**src/rtl/mips_bus_arbiter.sv**
```systemverilog
// mips_bus_arbiter
//    Two-master arbiter for the single Avalon-style memory bus of mips_cpu_bus.
//    Port I (instruction fetch, read-only, full-word lanes) and port D
//    (load/store) compete for the bus. The winner's request is latched into the
//    bus output registers and held until the slave drops waitrequest. Ties go
//    to the port that did not own the bus most recently. A stalled transaction
//    is aborted after TIMEOUT consecutive stall cycles (0 disables the abort).
//
// Ports
//    clk, reset                       clock, asynchronous active-high reset
//    i_address, i_read                fetch request
//    i_waitrequest, i_readdata        fetch completion strobe (active low) and data
//    d_address, d_read, d_write,
//    d_writedata, d_byteenable        load/store request (write wins over read)
//    d_waitrequest, d_readdata        load/store completion strobe and data
//    address, read, write,
//    writedata, byteenable            registered bus master outputs
//    waitrequest, readdata            bus slave stall and read data
//    timeout_err                      sticky abort flag, cleared only by reset
module mips_bus_arbiter #(
   parameter logic [31:0] TIMEOUT = 32'd1024
) (
   input  logic        clk,
   input  logic        reset,
   input  logic [31:0] i_address,
   input  logic        i_read,
   output logic        i_waitrequest,
   output logic [31:0] i_readdata,
   input  logic [31:0] d_address,
   input  logic        d_read,
   input  logic        d_write,
   input  logic [31:0] d_writedata,
   input  logic [3:0]  d_byteenable,
   output logic        d_waitrequest,
   output logic [31:0] d_readdata,
   output logic [31:0] address,
   output logic        read,
   output logic        write,
   output logic [31:0] writedata,
   output logic [3:0]  byteenable,
   input  logic        waitrequest,
   input  logic [31:0] readdata,
   output logic        timeout_err
);

   typedef enum logic [1:0] {
      ST_IDLE  = 2'd0,
      ST_BUS   = 2'd1,
      ST_ABORT = 2'd2
   } state_t;

   localparam logic OWN_I = 1'b0;
   localparam logic OWN_D = 1'b1;

   state_t      state_r, state_s;
   logic        owner_r, owner_s;
   logic        last_r, last_s;
   logic [31:0] cnt_r, cnt_s;
   logic        terr_r, terr_s;
   logic [31:0] address_r, address_s;
   logic        read_r, read_s;
   logic        write_r, write_s;
   logic [31:0] writedata_r, writedata_s;
   logic [3:0]  byteenable_r, byteenable_s;

   logic        req_i_s;
   logic        req_d_s;
   logic        grant_s;
   logic        grant_own_s;
   logic        clear_s;

   assign req_i_s = i_read;
   assign req_d_s = d_read | d_write;

   // Next-state, arbitration decision and bus output register loading.
   always_comb begin
      state_s      = state_r;
      owner_s      = owner_r;
      last_s       = last_r;
      cnt_s        = cnt_r;
      terr_s       = terr_r;
      address_s    = address_r;
      read_s       = read_r;
      write_s      = write_r;
      writedata_s  = writedata_r;
      byteenable_s = byteenable_r;
      grant_s      = 1'b0;
      grant_own_s  = owner_r;
      clear_s      = 1'b0;

      case (state_r)
         ST_IDLE: begin
            if (req_i_s && req_d_s) begin
               // Tie: favour whichever port did not own the bus last.
               grant_s     = 1'b1;
               grant_own_s = (last_r == OWN_D) ? OWN_I : OWN_D;
            end else if (req_i_s) begin
               grant_s     = 1'b1;
               grant_own_s = OWN_I;
            end else if (req_d_s) begin
               grant_s     = 1'b1;
               grant_own_s = OWN_D;
            end else begin
               grant_s     = 1'b0;
            end
         end
         ST_BUS: begin
            if (!waitrequest) begin
               last_s = owner_r;
               // Hand the bus straight to the other port if it is waiting; the
               // finishing port's still-high request is deliberately not looked at.
               if ((owner_r == OWN_I) ? req_d_s : req_i_s) begin
                  grant_s     = 1'b1;
                  grant_own_s = ~owner_r;
               end else begin
                  state_s = ST_IDLE;
                  clear_s = 1'b1;
               end
            end else begin
               cnt_s = cnt_r + 32'd1;
               if ((TIMEOUT != 32'd0) && (cnt_s == TIMEOUT)) begin
                  state_s = ST_ABORT;
                  terr_s  = 1'b1;
                  clear_s = 1'b1;
               end else begin
                  state_s = ST_BUS;
               end
            end
         end
         ST_ABORT: begin
            last_s  = owner_r;
            state_s = ST_IDLE;
            clear_s = 1'b1;
         end
         default: begin
            state_s = ST_IDLE;
            clear_s = 1'b1;
         end
      endcase

      if (grant_s) begin
         state_s = ST_BUS;
         owner_s = grant_own_s;
         cnt_s   = 32'd0;
         if (grant_own_s == OWN_D) begin
            address_s    = d_address;
            read_s       = d_read & ~d_write;
            write_s      = d_write;
            writedata_s  = d_writedata;
            byteenable_s = d_byteenable;
         end else begin
            address_s    = i_address;
            read_s       = 1'b1;
            write_s      = 1'b0;
            writedata_s  = 32'h0000_0000;
            byteenable_s = 4'b1111;
         end
      end else if (clear_s) begin
         address_s    = 32'h0000_0000;
         read_s       = 1'b0;
         write_s      = 1'b0;
         writedata_s  = 32'h0000_0000;
         byteenable_s = 4'b0000;
      end else begin
         address_s    = address_r;
      end
   end

   // State, arbitration history, timeout counter and bus output registers.
   always_ff @(posedge clk or posedge reset) begin
      if (reset) begin
         state_r      <= ST_IDLE;
         owner_r      <= OWN_I;
         last_r       <= OWN_D;
         cnt_r        <= 32'd0;
         terr_r       <= 1'b0;
         address_r    <= 32'h0000_0000;
         read_r       <= 1'b0;
         write_r      <= 1'b0;
         writedata_r  <= 32'h0000_0000;
         byteenable_r <= 4'b0000;
      end else begin
         state_r      <= state_s;
         owner_r      <= owner_s;
         last_r       <= last_s;
         cnt_r        <= cnt_s;
         terr_r       <= terr_s;
         address_r    <= address_s;
         read_r       <= read_s;
         write_r      <= write_s;
         writedata_r  <= writedata_s;
         byteenable_r <= byteenable_s;
      end
   end

   // Completion strobes and read data returned to the owning port only.
   always_comb begin
      i_waitrequest = 1'b1;
      d_waitrequest = 1'b1;
      i_readdata    = readdata;
      d_readdata    = readdata;
      case (state_r)
         ST_BUS: begin
            if (owner_r == OWN_I) begin
               i_waitrequest = waitrequest;
            end else begin
               d_waitrequest = waitrequest;
            end
         end
         ST_ABORT: begin
            if (owner_r == OWN_I) begin
               i_waitrequest = 1'b0;
               i_readdata    = 32'h0000_0000;
            end else begin
               d_waitrequest = 1'b0;
               d_readdata    = 32'h0000_0000;
            end
         end
         default: begin
            i_waitrequest = 1'b1;
            d_waitrequest = 1'b1;
         end
      endcase
   end

   assign address     = address_r;
   assign read        = read_r;
   assign write       = write_r;
   assign writedata   = writedata_r;
   assign byteenable  = byteenable_r;
   assign timeout_err = terr_r;

endmodule

```
**config.mk**
```make
export PLATFORM = sky130hd
export DESIGN_NAME = mips_bus_arbiter
export DESIGN_NICKNAME = d
export VERILOG_FILES = /design/src/rtl/mips_bus_arbiter.sv
export SDC_FILE = /design/constraint.sdc
export NUM_CORES = 1
export LEC_CHECK = 0
export CORE_MARGIN = 3
export CORE_UTILIZATION = 35
export DETAILED_ROUTE_END_ITERATION = 6
export GPL_TIMING_DRIVEN = 0
export HOLD_SLACK_MARGIN = 0.15
export PLACE_DENSITY_LB_ADDON = 0.05
export SETUP_SLACK_MARGIN = 0.02
export SLEW_MARGIN = 15
export SYNTH_ARGS = -nofsm -noshare
export SYNTH_HDL_FRONTEND = slang
export SYNTH_SLANG_ARGS = --single-unit
```
**constraint.sdc**
```tcl
create_clock -name clk -period 3.8 [get_ports clk]
set_input_delay 0.57 -clock clk [delete_from_list [all_inputs] [get_ports clk]]
set_output_delay 0.57 -clock clk [all_outputs]
set_load 0.01 [all_outputs]
```
---- Word level (Yosys, flattened, before mapping) ----
Cells that the tools add are included.
W data, S select, Z words.
cells by class
  add/sub/neg operators ................... 1
  equality and inequality tests ........... 6
  muxes and demuxes ....................... 51
  bitwise logic cells ..................... 4
  reductions and logical operators ........ 10
operators with widths
  cell                     count
  $mux W32                 12
  $add A32 B1 Y32 const B  1
  $eq A32 B11 Y1 const B   1
  $mux W1                  25
  $mux W4                  3
  $pmux W1 S2              6
  $mux W2                  4
  $reduce_bool A2 Y1       4
  $reduce_and A2 Y1        3
  $ne A2 B2 Y1 const B     2
  $ne A4 B4 Y1 const B     1
  $pmux W2 S2              1
  $reduce_and A3 Y1        1
  $eq A2 B1 Y1 const B     1
  $eq A2 B2 Y1 const B     1
  $logic_not A2 Y1         1
  $not A1 Y1               2
  $and A1 B1 Y1            1
  $logic_and A1 B1 Y1      1
  $or A1 B1 Y1             1
word-level totals
  flip-flop bits (word level) ............. 107
  input bits .............................. 138
  word-level logic and storage cells ...... 82

---- Longest topological paths before layout ----
Gate-level depths: netlist of the first run.
  depth in word-level cells ............... 7
  mapped depth ............................ 12
  depth with buffers taken out ............ 9

---- Least setup slack after synthesis of the first run ----
No wires, ideal clock.
  kind .................................... register to register
  from .................................... register cnt_r[8]
  to ...................................... register byteenable_r[0] (netlist: byteenable[0])
  library setup time ...................... 0.134 ns
  data arrival time ....................... 3.148 ns
  required time ........................... 3.666 ns
  setup slack ............................. 0.518 ns
  stages on the path, launching flop included .. 10
  buffers on the path ..................... 2
  path through ............................ dfrtp_1 -> buf_2 -> nand3_2 -> or4_1 -> or4_1 -> mux2i_1 -> or4_1 -> nor4_4 -> buf_6 -> o211ai_2
between the ends
  cells in the longest elaborated chain, start to end .. 6
RTL lines
  item                          RTL line  source
  start, declared               58        logic [31:0] cnt_r, cnt_s;
  start signal, assigned        186       cnt_r <= cnt_s;
  $add A32 B1 Y32               120       cnt_s = cnt_r + 32'd1;
  $eq A32 B11 Y1                121       if ((TIMEOUT != 32'd0) && (cnt_s == TIMEOUT)) begin
  $mux W1                       121
  $mux W1                       108       if (!waitrequest) begin
  $pmux W1 S2                   91        case (state_r)
  $reduce_bool A2 Y1 (no line)  n/a
  end signal, assigned          192       byteenable_r <= byteenable_s;
  end, declared                 64        logic [3:0] byteenable_r, byteenable_s;
No other way between the ends.
A chain may end at the register's enable or synchronous reset.

---- Worst setup path after layout of the first run ----
  from .................................... input port waitrequest
  to ...................................... output port i_waitrequest
between the ends
  cells in the longest elaborated chain, start to end .. 2
RTL lines
  item             RTL line  source
  start, declared  41        input logic waitrequest,
  $mux W1          204       if (owner_r == OWN_I) begin
  $pmux W1 S2      202       case (state_r)
  end, declared    27        output logic i_waitrequest,
No other way between the ends.

==> impl_results.md, run 1 <==
- First-pass GRT wire length: roughly 39 mm
- Synth cell types: 56
- Layout filler cell count: between 1500 and 2000
- CP max FO: 10
- GRT overflow: 0
- Kind of critical path: in2out
- Crit path launch type: input pin
- Initial Utilization: between 30 and 40%
- Final setup skew: ~14 ps
- Switching Share: a little over two fifths
- Inst Count DP: ~1300
- Async SR Flop Fraction: 100%
- Critical path required time: approximately 3200 ps
- Normalized max-slew margin: between 50% and 60%
- Pin count of the biggest net entering global routing: between 60 and 70
- Die H: about 150 um
- Vias: 7050
- Status: complete, no violations
- Initial antenna violation count: 1
- Post-DRT Antenna Nets: 0
- Slowest-stage cell, CP: clkdlybuf4s50_1
- Fin cells: roughly 1300
- Final hold vios: 0
- Final #Nets: roughly 1200
- CP Data Arrival Time: between 3000 and 4000 ps
- Power Density: ~560 nW/um^2
- Yosys top cell by area: dfrtp_1
- Register area: between 2000 and 3000 um^2
- Num ports: ~280
- VDD IR-drop max: between 300 and 400 uV
- Cells after Synth: 767
- Pwr Total: 0.00580 W
- Period minus WS final: about 3600 ps
- TritonRoute pass-1 iters: 5
- Comb pwr share: between 50% and 60%
- Clk slew on worst S/H paths: approximately 70 ps
- Via/cell ratio: roughly 5.3
- Seq cells post-synth: approximately 110
- H-tree Lvls: 3
- Mapped Nets: just over 900
- Drt drc: 0
- Most frequent cells after synthesis: dfrtp_1 (106), nand3_1 (92), and2_1 (70), a32oi_1 (66), clkbuf_1 (57)
- GP Congestion: 0.828
- Critical Path Sink Type: primary output
- Seq/Total Area, Yosys: slightly below 40%
- Tightest Pin Transition: 727 ps
- DP Wirelength: around 19 mm
- Row cnt: 50
- Largest cells by area after synthesis: dfrtp_1 (38%), a32oi_1 (8.3%), nand3_1 (6.6%)
- Avg Cell Area, Syn: about 9.1 um^2
- Switching power: around 0.0025 W
- Sequential cell fraction of total power: between 20% and 30%
- RSZ-0062 raised after global routing: no
- Final Setup Violations: 0
- Crit-path cells: clkdlybuf4s50_1 > clkbuf_1 > and2_1 > clkbuf_1 > o22ai_1 > nand2_1 > clkdlybuf4s50_1
- Max Cap Viol: 0
- Avg WL per Cell: between 15 and 20 um
- Vias in the first global route: 6669
- CTS tree: yes
- CP bufs+invs: 4
- GR Util All Layers: 22.2%
- Share of cells above drive strength 1: roughly 11%
- CTS Hold Bufs: 0
- Die X: roughly 150 um
- Core Region: 19100 um^2
- Top-count cell post-synth: dfrtp_1
- CP delay by family, top: buffers and inverters
- IO buf count: about 270
- Post-synth EDFFs: 0
- Fin Setup TNS: 0 ps
- Final Max Slew Viols: 0
- Pint: 0.00333 W
- Synth top area share: between 30% and 40%
- FMAX: around 280 MHz
- Yosys warnings: 0
- Hold WS: 474 ps
- Die area: between 20000 and 25000 um^2
- Skew-Pair Late Insertion Delay: 370 ps
- Clock tree root buffer cell: clkbuf_16
- Tcrit/Tclk final: between 90 and 100%
- Post-synthesis instance area: between 6000 and 7000 um^2
- Footprint of the multi-input gates: between 3000 and 4000 um^2
- Largest stage delay, worst path: approximately 550 ps
- Final wirelength: 24.9 mm
- Clock sink total: around 110
- Ys flop type: dfrtp_1
- Worst hold path type: reg2reg
- Lkg Pwr: between 3 and 4 nW
- Cts bufs inserted: 9
- Clock Path Buffers: 2
- Area growth, synth to finish: 48.9%
- Clock share of power: 16.1%
- Number of DRC markers in iteration 0: between 300 and 400
==> layout by cell type, fill, tap and decap left out, types with 3 or more instances in the layout <==
master	instances
a21oi_1	9
buf_6	8
mux2i_1	3
a31oi_1	6
o21ai_2	27
nand3_1	92
mux2_2	33
a32oi_1	66
or4_1	3
buf_2	10
nand2_1	24
o21ai_1	11
nand4_1	16
and4_1	3
nor4_4	3
clkinv_4	3
nor4_1	11
nor3_1	13
xor2_1	17
clkbuf_16	9
clkdlybuf4s50_1	274
nor2_1	49
nand2b_1	5
inv_1	6
clkbuf_1	57
and2_1	70
o211ai_2	3
or3_1	6
dfrtp_1	106
xnor2_1	23
o21ai_0	44
buf_1	3
ha_1	4
==> metal layers <==
metal	up-vias	share of wire, %	GRT usage [%]
met4	0	0.86	3.63
met5	-	0	0
met3	12	5.8	4.60
met1	3387	46	31.0
li1	3429	-	-
met2	222	48	36.4
==> cell type report <==
cell class              instances  area share [%]
well taps                     260            3.13
flip-flops and latches        107            25.8
plain buffers                  77            3.48
multi-input cells             574            37.6
clock inverters                 6           0.555
diodes                          1          0.0241
repair buffers                277            26.8
inverters                       8           0.338
clock buffers                  10            2.21
==> power by group through the flow <==
stage / sequential [W] / clock [W] / combinational [W]
after floorplan: 0.00181 / 0 / 0.00164
after global placement: 0.00171 / 0 / 0.00317
after detailed placement: 0.00172 / 0 / 0.00319
after CTS: 0.00170 / 0.000963 / 0.00320
after global routing: 0.00175 / 0.000993 / 0.00345
final: 0.00170 / 0.000932 / 0.00317
==> per-stage QoR <==
stage	utilization (%)	cell area, um^2	setup WS, ps
6_report	54.2	10400	194
5_1_grt	54.2	10400	57.9
4_1_cts	54.2	10400	160
3_5_place_dp	52.6	10100	-138
3_3_place_gp	52.4	10000	-1490
2_1_floorplan	-	6970	414
==> timing repair <==
item | 4_1_cts | 5_1_grt
pin swaps | 1 | 0
endpoints found under the setup margin | 71 | 61
buffers inserted | 2 | 0
resized for setup | 0 | 2
==> logic make-up after synthesis <==
family / Yosys count / share of synthesized area [%]
adders and majority gates: 4 / 0.718
DFF: 107 / 38.4
and+or+nand+nor: 312 / 25.1
AOI/OAI and AO/OA: 182 / 19.3
muxes: 36 / 5.76
xor gates and xnor gates: 40 / 5.03
buffers and inverters: 86 / 5.67
==> state kept, by name (all words and copies together), names as in the netlist <==
register     cells
address         32
cnt_r           32
writedata       32
byteenable       4
state_r          2
last_r           1
owner_r          1
read             1
timeout_err      1
write            1
==> path summary, 6_finish.rpt <==
| check | from | end | slack (ps) | depth (start not counted) |
|---|---|---|---|---|
| max | waitrequest | i_waitrequest | 190 | 7 |
| min reg2reg | timeout_err | timeout_err | 470 | 1 |
| max in group asynchronous | reset | last_r | 2510 | 3 |
| min | timeout_err | timeout_err | 470 | 1 |
| min in group asynchronous | reset | writedata[4] | 580 | 2 |
| max reg2reg | cnt_r[8] | byteenable[1] | 220 | 10 |
Note: power is estimated with default switching activity, not from simulation.
==> run 2: changes to the inputs <==
Settings changed: CORE_ASPECT_RATIO set to 0.6.
Clock period 3.8 ns to 3.2 ns, I/O delays scaled along.
==> run 2 against run 1 <==
Non-clock buffer count rose by 29. Critical path type is now reg2reg. First-iteration DRC count rose by 77%. The flow now finishes with violations (setup timing). Core utilization rose by 3.0 points. Count of clock-buffer cells in the layout rose by 1. Critical path depth rose by 4. Largest power group unchanged. Sequential power rose by 20%. Worst setup slack got worse by 230 ps. Power rose by 24%. Register-to-register slack got worse by 260 ps. Global-route usage rose by 1.4 points. Largest cell class unchanged.
==> impl_results.md, run 2 (synthesized netlist as in run 1, its figures left out) <==
- GRT overflow: 0 (unchanged)
- Vias in the first global route: 6822 (was 6669)
- Initial antenna violation count: 1 (unchanged)
- Skew-Pair Late Insertion Delay: 360 ps (was 370 ps)
- Period minus WS final: between 3000 and 4000 ps
- Final wirelength: 27.2 mm (was 24.9 mm)
- Status: finished, violations left (was complete, no violations)
- First-pass GRT wire length: 40.4 mm (was 38.9 mm)
- Avg WL per Cell: 20.1 um (was 18.9 um)
- Final Setup Violations: 55 (was 0)
- Inst Count DP: 1311 (was 1302)
- RSZ-0062 raised after global routing: yes (was no)
- Die H: 115 um (was 147 um)
- Tcrit/Tclk final: 101%
- Die area: 21700 um^2 (was 21600 um^2)
- FMAX: approximately 310 MHz
- Critical path required time: 3430 ps (was 3230 ps)
- Core Region: 19300 um^2 (was 19100 um^2)
- Post-route setup slack: -39.9 ps (was 194 ps)
- Crit-path most repeated cell: or4_4
- Slowest-stage cell, CP: or4_4 (was clkdlybuf4s50_1)
- TritonRoute pass-1 iters: 5 (unchanged)
- Share of cells above drive strength 1: 17.9% (was 11.0%)
- Worst hold path type: in2async (was reg2reg)
- Pin count of the biggest net entering global routing: 34 (was 69)
- CP startpoint: cnt_r[8] (was waitrequest)
- Post-DRT Antenna Nets: 0 (unchanged)
- Most frequent cells in the layout: clkdlybuf4s50_1 (274), dfrtp_1 (100), nand3_1 (92) (was clkdlybuf4s50_1 (274), dfrtp_1 (106), nand3_1 (92))
- CP max FO: 10 (unchanged)
- Row cnt: 39 (was 50)
- GP Congestion: 0.884 (was 0.828)
- Footprint of the multi-input gates: 4070 um^2 (was 3900 um^2)
- Power Density: 654 nW/um^2 (was 559 nW/um^2)
- Diodes inserted: 0 (was 1)
- Num ports: 275 (unchanged)
- IO buf count: 274 (unchanged)
- Final Max Slew Viols: 0 (unchanged)
- Met2 Use GR: 35.6% (was 36.4%)
- Grt met1 use: 34.9% (was 31.0%)
- Normalized max-slew margin: 53.4% (was 51.3%)
- CP bufs+invs: 4 (unchanged)
- Kind of critical path: reg2reg (was in2out)
- Number of DRC markers in iteration 0: 699 (was 396)
- Layout filler cell count: 1721 (was 1856)
- VDD IR-drop max: 370 uV (was 302 uV)
- CTS Hold Bufs: 0 (unchanged)
- Most Used Layer, Global Route: met2 (unchanged)
- Via/cell ratio: 5.54 (was 5.34)
- Area growth, synth to finish: 58.3% (was 48.9%)
- Final setup skew: 12.3 ps (was 13.7 ps)
- GR Util All Layers: 23.6% (was 22.2%)
- Final #Nets: 1225 (was 1196)
- Final hold vios: 0 (unchanged)
- Tightest Pin Transition: 699 ps (was 727 ps)
- Initial Utilization: 36.2% (was 36.4%)
- Final Core Density: 57.2% (was 54.2%)
- Die X: 188 um (was 147 um)
- DP Wirelength: 20.4 mm (was 18.9 mm)
- Clock sink total: 107 (unchanged)
- Clock tree root buffer cell: clkbuf_16 (unchanged)
- Cts bufs inserted: 9 (unchanged)
- Crit-path cells: buf_6 > nand3_4 > or4_4 > or4_4 > mux2i_4 > or4_4 > nor4_4 > buf_4 > buf_12 > buf_8 > o21ai_0 (was clkdlybuf4s50_1 > clkbuf_1 > and2_1 > clkbuf_1 > o22ai_1 > nand2_1 > clkdlybuf4s50_1)
- Crit path launch type: register (was input pin)
- Critical Path Sink Type: register (was primary output)
- Vias: 7502 (was 7050)
- Largest stage delay, worst path: 570 ps (was 550 ps)
- Failing checks: setup timing
- Lkg Pwr: 4.19 nW (was 3.89 nW)
- R2R Path Start: cnt_r[8] (unchanged)
- CP delay by family, top: simple AND/OR/NAND/NOR gates (was buffers and inverters)
- Drt drc: 0 (unchanged)
- Most common cell after layout, fill and taps aside: clkdlybuf4s50_1 (unchanged)
- Clk slew on worst S/H paths: 80 ps (was 70 ps)
- CP Data Arrival Time: 3470 ps (was 3040 ps)
- H-tree Lvls: 3 (unchanged)
- Met3 GRT Util: 6.61% (was 4.60%)
- Register area: 2690 um^2 (was 2680 um^2)
- Max Cap Viol: 0 (unchanged)
- CTS tree: yes (unchanged)
- Fin cells: 1354 (was 1320)
- Clock Path Buffers: 2 (unchanged)
- R2R setup slack: -40 ps (was 220 ps)
-- run 2: cell count changes in the layout (fill, tap and decap cells not counted), moves of 6 or more --
cell	previous run	this run
o21ai_0	44	24
dfrtp_2	0	6
clkbuf_1	57	47
dfrtp_1	106	100
clkbuf_2	0	7
buf_12	0	6
buf_4	2	25
o21ai_2	27	46
clkbuf_16	9	15
-- run 2: layer usage --
layer  vias up  share of wire (%)
met4         2               0.44
met1      3679                 47
met2       334                 43
met3        11                9.3
li1       3476                  -
met5         -              0.073
-- run 2: final cells by class --
class | count | area share, %
repair buffers | 309 | 28.9
flip-flops and latches | 107 | 24.4
multi-input cells | 574 | 36.9
clock buffers | 11 | 2.20
well taps | 266 | 3.02
plain buffers | 74 | 3.87
inverters | 8 | 0.306
clock inverters | 5 | 0.420
-- run 2: final timing paths --
path	cells past startpoint	endpoint
worst max register to register	11	address[3]
max in group asynchronous	5	cnt_r[9]
min in group clk	1	timeout_err
worst min-delay path	2	cnt_r[27]
worst max-delay path	11	address[3]
worst min register to register	1	timeout_err
-- run 2: report_power, final --
| group | switching (W) | total, W | internal (W) |
|---|---|---|---|
| logic | 0.00227 | 0.00405 | 0.00178 |
| registers | 0.000299 | 0.00204 | 0.00174 |
| clock network | 0.000559 | 0.00112 | 0.000563 |
-- run 2: repair_timing --
| action | 4_1_cts | 5_1_grt |
|---|---|---|
| endpoints found under the setup margin | 73 | 101 |
| endpoints found under the hold margin | 0 | 0 |
| gates resized for setup | 24 | 66 |
| pin swaps | 2 | 52 |
| setup buffers | 9 | 16 |
| cloned | 0 | 6 |
-- run 2: metrics by stage --
| stage | total power, W | setup WS (ps) | setup TNS [ps] | instance area [um^2] | hold WS (ps) |
|---|---|---|---|---|---|
| finish | 0.00721 | -39.9 | -963 | 11000 | 458 |
| CTS | 0.00706 | -67.0 | -1820 | 10600 | 462 |
| floorplan | 0.00411 | 21.8 | 0 | 7000 | 504 |
| detailed placement | 0.00588 | -583 | -37610 | 10200 | 461 |
| global placement | 0.00585 | -586 | -37950 | 10100 | 455 |
| global route | 0.00766 | -120 | -5690 | 11000 | 487 |
